File: config.mk
export PLATFORM = sky130hd
export DESIGN_NAME = rot_cmd_sequencer_flat
export DESIGN_NICKNAME = d
export VERILOG_FILES = /design/src/rtl/rot_seq_pkg.sv /design/src/rtl/rot_cmd_sequencer_if.sv /design/src/rtl/rot_cmd_fifo.sv /design/src/rtl/rot_cmd_sequencer.sv /design/src/flat_wrapper.sv
export SDC_FILE = /design/constraint.sdc
export NUM_CORES = 1
export LEC_CHECK = 0
export ABC_AREA = 1
export ABC_CLOCK_PERIOD_IN_PS = 3300
export CORE_ASPECT_RATIO = 1.4
export CORE_MARGIN = 4
export CORE_UTILIZATION = 55
export DETAILED_ROUTE_END_ITERATION = 16
export GPL_ROUTABILITY_DRIVEN = 0
export PLACE_DENSITY = 0.8
export SYNTH_ARGS = -nofsm -noshare
export SYNTH_HDL_FRONTEND = slang
export SYNTH_SLANG_ARGS = --single-unit
File: constraint.sdc
create_clock -name clk -period 3.3 [get_ports clk]
set_input_delay 0.99 -clock clk [delete_from_list [all_inputs] [get_ports clk]]
set_output_delay 0.99 -clock clk [all_outputs]
set_load 0.02 [all_outputs]
File: src/rtl/rot_seq_pkg.sv
// Shared types for the rotate command sequencer: command record, FSM states, rotate direction.
package rot_seq_pkg;

  typedef enum logic {
    DIR_LEFT  = 1'b0,
    DIR_RIGHT = 1'b1
  } rot_dir_t;

  typedef struct packed {
    logic [3:0] data;
    logic [1:0] amt;
    rot_dir_t   dir;
    logic [1:0] rpt;
  } rot_cmd_t;

  typedef enum logic {
    IDLE  = 1'b0,
    ISSUE = 1'b1
  } seq_state_t;

endpackage

File: src/rtl/rot_cmd_sequencer_if.sv
// Command, rotate-unit and result-stream signals of the rotate command sequencer.
interface rot_cmd_sequencer_if;
  logic       cmd_valid;
  logic       cmd_ready;
  logic [3:0] cmd_data;
  logic [1:0] cmd_amt;
  logic       cmd_dir;
  logic [1:0] cmd_rpt;

  logic [3:0] bs_data;
  logic [1:0] bs_amt;
  logic       bs_dir;
  logic [3:0] bs_result;

  logic       out_valid;
  logic       out_ready;
  logic [3:0] out_data;
  logic       out_last;

  // environment side: command source, rotate unit and result sink
  modport master (
    output cmd_valid, cmd_data, cmd_amt, cmd_dir, cmd_rpt,
    input  cmd_ready,
    input  bs_data, bs_amt, bs_dir,
    output bs_result,
    input  out_valid, out_data, out_last,
    output out_ready
  );

  modport slave (
    input  cmd_valid, cmd_data, cmd_amt, cmd_dir, cmd_rpt,
    output cmd_ready,
    output bs_data, bs_amt, bs_dir,
    input  bs_result,
    output out_valid, out_data, out_last,
    input  out_ready
  );
endinterface

File: src/rtl/rot_cmd_fifo.sv
// Synchronous command FIFO with full/empty flags; DEPTH must be a power of two >= 2.
module rot_cmd_fifo
  import rot_seq_pkg::*;
#(
  parameter int DEPTH = 4
) (
  input  logic     clk,
  input  logic     rst_n,
  input  logic     push,
  input  rot_cmd_t wr_cmd,
  input  logic     pop,
  output rot_cmd_t rd_cmd,
  output logic     full,
  output logic     empty
);

  localparam int PTR_W = $clog2(DEPTH);
  localparam int CW    = PTR_W + 1;

  rot_cmd_t         mem [DEPTH];
  logic [PTR_W-1:0] wr_ptr;
  logic [PTR_W-1:0] rd_ptr;
  logic [CW-1:0]    count;
  logic             do_push;
  logic             do_pop;

  assign full    = (count == CW'(DEPTH));
  assign empty   = (count == '0);
  assign do_push = push && !full;
  assign do_pop  = pop && !empty;
  assign rd_cmd  = mem[rd_ptr];

  // storage needs no reset; occupancy alone decides what is valid
  always_ff @(posedge clk) begin
    if (do_push) mem[wr_ptr] <= wr_cmd;
  end

  always_ff @(posedge clk or negedge rst_n) begin
    if (!rst_n) begin
      wr_ptr <= '0;
      rd_ptr <= '0;
      count  <= '0;
    end else begin
      if (do_push) wr_ptr <= wr_ptr + PTR_W'(1);
      if (do_pop)  rd_ptr <= rd_ptr + PTR_W'(1);
      case ({do_push, do_pop})
        2'b10:   count <= count + CW'(1);
        2'b01:   count <= count - CW'(1);
        default: count <= count;
      endcase
    end
  end

endmodule

File: src/rtl/rot_cmd_sequencer.sv
// Buffers rotate commands and replays each through the external rotate unit rpt+1 times.
// Optional completed-command counter port enabled by macro ROT_SEQ_CMD_CNT_EN.
//
// state | meaning
// IDLE  | waiting for a command; pops the FIFO head into the current-command registers
// ISSUE | drives the rotate unit and captures one result per fire until remaining hits 0
module rot_cmd_sequencer
  import rot_seq_pkg::*;
#(
  parameter int FIFO_DEPTH = 4
`ifdef ROT_SEQ_CMD_CNT_EN
  ,
  parameter int CNT_W      = 16
`endif
) (
  input  logic                   clk,
  input  logic                   rst_n,
  rot_cmd_sequencer_if.slave     bus
`ifdef ROT_SEQ_CMD_CNT_EN
  ,
  output logic [CNT_W-1:0]       cmd_done_cnt
`endif
);

  seq_state_t state;
  rot_cmd_t   wr_cmd;
  rot_cmd_t   head;
  logic       full;
  logic       empty;
  logic       push;
  logic       pop;
  logic       fire;
  logic [3:0] cur_data;
  logic [1:0] cur_amt;
  rot_dir_t   cur_dir;
  logic [1:0] remaining;

  assign wr_cmd = '{data: bus.cmd_data, amt: bus.cmd_amt,
                    dir: rot_dir_t'(bus.cmd_dir), rpt: bus.cmd_rpt};

  assign bus.cmd_ready = !full;
  assign push          = bus.cmd_valid && !full;
  assign pop           = (state == IDLE) && !empty;
  assign fire          = !bus.out_valid || bus.out_ready;

  assign bus.bs_data = cur_data;
  assign bus.bs_amt  = cur_amt;
  assign bus.bs_dir  = cur_dir;

  rot_cmd_fifo #(.DEPTH(FIFO_DEPTH)) u_fifo (
    .clk    (clk),
    .rst_n  (rst_n),
    .push   (push),
    .wr_cmd (wr_cmd),
    .pop    (pop),
    .rd_cmd (head),
    .full   (full),
    .empty  (empty)
  );

  always_ff @(posedge clk or negedge rst_n) begin
    if (!rst_n) begin
      state         <= IDLE;
      cur_data      <= '0;
      cur_amt       <= '0;
      cur_dir       <= DIR_LEFT;
      remaining     <= '0;
      bus.out_valid <= 1'b0;
      bus.out_data  <= '0;
      bus.out_last  <= 1'b0;
    end else begin
      // a fire below overrides this drop, giving back-to-back beats
      if (bus.out_ready) bus.out_valid <= 1'b0;
      case (state)
        IDLE: begin
          if (!empty) begin
            cur_data  <= head.data;
            cur_amt   <= head.amt;
            cur_dir   <= head.dir;
            remaining <= head.rpt;
            state     <= ISSUE;
          end
        end
        ISSUE: begin
          if (fire) begin
            bus.out_data  <= bus.bs_result;
            bus.out_valid <= 1'b1;
            bus.out_last  <= (remaining == 2'd0);
            cur_data      <= bus.bs_result;
            if (remaining == 2'd0) state <= IDLE;
            else                   remaining <= remaining - 2'd1;
          end
        end
        default: state <= IDLE;
      endcase
    end
  end

`ifdef ROT_SEQ_CMD_CNT_EN
  always_ff @(posedge clk or negedge rst_n) begin
    if (!rst_n)
      cmd_done_cnt <= '0;
    else if (bus.out_valid && bus.out_ready && bus.out_last)
      cmd_done_cnt <= cmd_done_cnt + CNT_W'(1);
  end
`endif

endmodule
File: src/flat_wrapper.sv
// flat-port wrapper written by rule: the top's interface ports become plain ports
module rot_cmd_sequencer_flat import rot_seq_pkg::*;
#(
  parameter int FIFO_DEPTH = 4

)
  (clk, rst_n, bus_cmd_valid, bus_cmd_data, bus_cmd_amt, bus_cmd_dir, bus_cmd_rpt, bus_cmd_ready, bus_bs_data, bus_bs_amt, bus_bs_dir, bus_bs_result, bus_out_valid, bus_out_data, bus_out_last, bus_out_ready);
  rot_cmd_sequencer_if bus_i ();
  input  logic clk;
  input  logic rst_n;
  input wire logic [$bits(bus_i.cmd_valid)-1:0] bus_cmd_valid;
  input wire logic [$bits(bus_i.cmd_data)-1:0] bus_cmd_data;
  input wire logic [$bits(bus_i.cmd_amt)-1:0] bus_cmd_amt;
  input wire logic [$bits(bus_i.cmd_dir)-1:0] bus_cmd_dir;
  input wire logic [$bits(bus_i.cmd_rpt)-1:0] bus_cmd_rpt;
  output wire logic [$bits(bus_i.cmd_ready)-1:0] bus_cmd_ready;
  output wire logic [$bits(bus_i.bs_data)-1:0] bus_bs_data;
  output wire logic [$bits(bus_i.bs_amt)-1:0] bus_bs_amt;
  output wire logic [$bits(bus_i.bs_dir)-1:0] bus_bs_dir;
  input wire logic [$bits(bus_i.bs_result)-1:0] bus_bs_result;
  output wire logic [$bits(bus_i.out_valid)-1:0] bus_out_valid;
  output wire logic [$bits(bus_i.out_data)-1:0] bus_out_data;
  output wire logic [$bits(bus_i.out_last)-1:0] bus_out_last;
  input wire logic [$bits(bus_i.out_ready)-1:0] bus_out_ready;
  assign bus_i.cmd_valid = bus_cmd_valid;
  assign bus_i.cmd_data = bus_cmd_data;
  assign bus_i.cmd_amt = bus_cmd_amt;
  assign bus_i.cmd_dir = bus_cmd_dir;
  assign bus_i.cmd_rpt = bus_cmd_rpt;
  assign bus_cmd_ready = bus_i.cmd_ready;
  assign bus_bs_data = bus_i.bs_data;
  assign bus_bs_amt = bus_i.bs_amt;
  assign bus_bs_dir = bus_i.bs_dir;
  assign bus_i.bs_result = bus_bs_result;
  assign bus_out_valid = bus_i.out_valid;
  assign bus_out_data = bus_i.out_data;
  assign bus_out_last = bus_i.out_last;
  assign bus_i.out_ready = bus_out_ready;
  rot_cmd_sequencer #(.FIFO_DEPTH(FIFO_DEPTH)) u_core (.clk(clk), .rst_n(rst_n), .bus(bus_i));
endmodule
==> flow_metrics.py <==
metrics = {
    "sta": {
        "max_freq_ghz": 0.388,
        "fin_crit_sh_pct": 78.1,
        "finalMaxSlewViolations": 0,
        "relSlewSlack_pct": 57.5,
        "period_needed_ps": 2580,
        "rsz0062_at_grt": "false",
        "hold_viol_final": 0,
        "fin_setup_tns_ps": 0,
        "final-setup-viol-count": 0,
        "setup_ws_ps": 722,
        "worst_pin_slew_ps": 637,
        "worst_clock_skew_ps": 6.53,
    },
    "global_route": {
        "overflow": 0,
        "grt_max_degree": 24,
        "antenna_found_initial": 0,
        "grt_pass1_vias": 1753,
        "grt_pass1_wl_microns": 7720,
        "grt_usage_pct": 18.2,
    },
    "logic_synthesis": {
        "yosys.area_share.simple_pct": 19.9,
        "synth_top_family_by_area": "simple AND/OR/NAND/NOR gates",
        "synth.area.mux_share_pct": 0,
        "synth_fp_nets": 265,
        "ys_seq_elements": 59,
        "ys_warn_count": 0,
        "synth_xor_area_share_pct": 1.66,
        "syn-cell-area_sq_um": 2570,
        "seq_area_frac_synth_pct": 64.6,
        "synth-compound-area-share_pct": 4.29,
        "synthAdderAreaFrac_pct": 3.71,
        "syn_avg_cell_area_sq_um": 10.6,
        "synth_cell_types": 23,
        "synth_cells": 241,
    },
    "power_and_ir_drop": {
        "power.switching_mw": 1.04,
        "power_frac_clock_pct": 18.6,
        "p_leak_nw": 1.31,
        "swShare_pct": 37.9,
        "p_per_area_nw_per_um2": 895,
        "combPwrFrac_pct": 38.1,
        "p_total_mw": 2.75,
        "ir_drop_uv": 394,
        "seqPwrFrac_pct": 43.3,
        "power.internal_mw": 1.71,
    },
    "cells_and_area": {
        "fin_cells": 348,
        "fin_util_pct": 67.8,
        "nNetsFinal": 305,
        "fill_cells": 354,
        "antennaDiodeCount": 0,
        "area_growth_pct": 19.8,
        "layout-drive-gt1-share_pct": 8.74,
    },
    "setup_path": {
        "required_ps": 2310,
        "crit_start": "u_core.u_fifo.count[0]",
        "crit-reg2reg-launch": "u_core.state",
        "arrival_ps": 1590,
        "cp_max_fo": 3,
        "endpoint_kind": "output pin",
        "path_class": "reg -> out",
        "worst_setup_path_start_kind": "flip-flop",
    },
    "route": {
        "via_per_inst": 4.95,
        "wl_per_cell_microns": 13.4,
        "vias": 1724,
        "ant_nets": 0,
        "drt_iter0_markers": 86,
        "wl_microns": 4660,
        "drc_errors": 0,
        "first_pass_iters": 4,
    },
    "clock_network": {
        "clock_latency_ps": 320,
        "cts_hold_buffers": 0,
        "cts_tree": "built",
        "ctsLongestPathBuffers": 2,
        "h-tree-depth": 3,
        "clk_pin_slew_worst_paths_ps": 60,
        "cts-root-buf": "clkbuf_8",
        "cts-buffers-inserted": 9,
        "cts-resized-gates": 0,
        "post-cts-setup-buffers": 0,
        "cts.sinks": 59,
    },
    "floorplanning": {
        "start_util_pct": 56.6,
        "num_rows": 29,
        "die-area_sq_um": 5840,
        "coreArea_sq_um": 4540,
        "pin_count": 31,
        "die_h_microns": 88.8,
        "die_w_microns": 65.7,
    },
    "placed_design": {
        "port_buffers": 30,
        "dpl.hpwl_microns": 3220,
        "preCtsSetupSlack_ps": 599,
        "dp.cells": 332,
    },
    "hold_path": {
        "hold_class": "reg -> reg",
        "hold_start": "u_core.bus.out_data[0]",
    },
    "run": {
        "cap_violations": 0,
    },
    "outcome": {
        "outcome": "finished clean",
    },
}
==> cell usage after synthesis <==
library cell  number  area share [%]
inv_2              2            0.29
buf_6              4             1.8
xnor2_1            1            0.34
buf_2              1            0.19
nor2_4             2            0.88
nand3_1           16             3.1
buf_4              1            0.29
nand2_2            3            0.73
xor2_2             1            0.63
nand3_4            1            0.68
nor2_1            29             4.2
nand2_4            1            0.44
fa_1               1            0.78
o21ai_0           10             2.0
nand2_1           67             9.8
o21ai_1            2            0.39
inv_1             23             3.4
ha_1               6             2.9
a21oi_1            7             1.4
xor2_1             2            0.68
dfrtp_1           23              22
o21a_1             2            0.58
edfxtp_1          36              42
==> state kept, by name, indices dropped and copies added (netlist names), 2 cells and up <==
signal	cells
u_core.bus.bs_amt	2
u_core.bus.bs_data	4
u_core.bus.out_data	4
u_core.remaining	2
u_core.u_fifo.count	3
u_core.u_fifo.mem	36
u_core.u_fifo.rd_ptr	2
u_core.u_fifo.wr_ptr	2
==> power by group through the flow <==
| stage | Combinational, mW | Clock, mW | Sequential, mW |
|---|---|---|---|
| 3_3_place_gp | 1.02 | 0 | 1.20 |
| 5_1_grt | 1.18 | 0.561 | 1.22 |
| 3_5_place_dp | 1.05 | 0 | 1.21 |
| 2_1_floorplan | 0.679 | 0 | 1.23 |
| 6_report | 1.05 | 0.512 | 1.19 |
| 4_1_cts | 1.06 | 0.531 | 1.19 |
==> layout by cell type (no fill, tap or decap) <==
cell type        count
buf_4                5
fa_1                 1
clkbuf_8             9
clkinv_2             1
inv_1               23
xnor2_1              1
o21a_1               2
o21ai_0             10
xor2_2               1
ha_1                 6
clkbuf_1             2
xor2_1               2
nand2_1             67
nor2_4               2
nand2_2              3
edfxtp_1            36
a21oi_1              7
nor2_1              29
nand2_4              1
inv_2                2
nand3_1             16
nand3_4              1
o21ai_1              2
clkinv_1             4
dfrtp_1             23
clkdlybuf4s50_1     30
==> metrics by stage <==
stage / hold WS [ps] / instance area (sq um)
2_1_floorplan: 478 / 2570
3_3_place_gp: 462 / 2920
3_5_place_dp: 469 / 2920
4_1_cts: 486 / 3080
5_1_grt: 512 / 3080
6_report: 485 / 3080
==> area by class of cell <==
class	count	area, sq um	share of cell area, %
repair buffers	35	338	11.0
multi-input cells	151	758	24.7
clock inverters	5	20.0	0.651
flip-flops and latches	59	1660	53.9
clock buffers	11	131	4.27
well taps	62	77.6	2.52
inverters	25	93.8	3.05
==> critical path, stage by stage (launching register included) <==
cell and delay [ps]:
dfrtp_1 430, nor2_4 180, nand2_1 110, clkdlybuf4s50_1 550
==> cells by family after synthesis <==
| group | count (synthesis) |
|---|---|
| AND/OR/NAND/NOR | 119 |
| flip-flops | 59 |
| buffers and inverters | 31 |
| AO/OA/AOI/OAI | 21 |
| adder cells (fa/ha/maj) | 7 |
| XOR/XNOR | 4 |
==> final timing paths <==
kind                                               end  slack, ps  cells past startpoint
worst min register to register  u_core.bus.out_data[0]        490                      2
worst max-delay path                     bus_cmd_ready        720                      3
min in group asynchronous        u_core.bus.bs_data[2]       1020                      2
worst max register to register  u_core.u_fifo.count[2]       1060                      9
worst min-delay path            u_core.bus.out_data[0]        490                      2
max in group asynchronous            u_core.bus.bs_dir       2040                      2
==> per-layer routing <==
layer	vias to the layer above	part of all wire, %	wire length [microns]	GRT usage, %
met5	-	0	0	0
met4	0	2.2	101	11.3
met3	12	3.3	155	3.68
met2	37	54	2540	32.9
met1	819	40	1860	18.9
li1	856	-	-	-
Note: power is estimated with default switching activity, not from simulation.
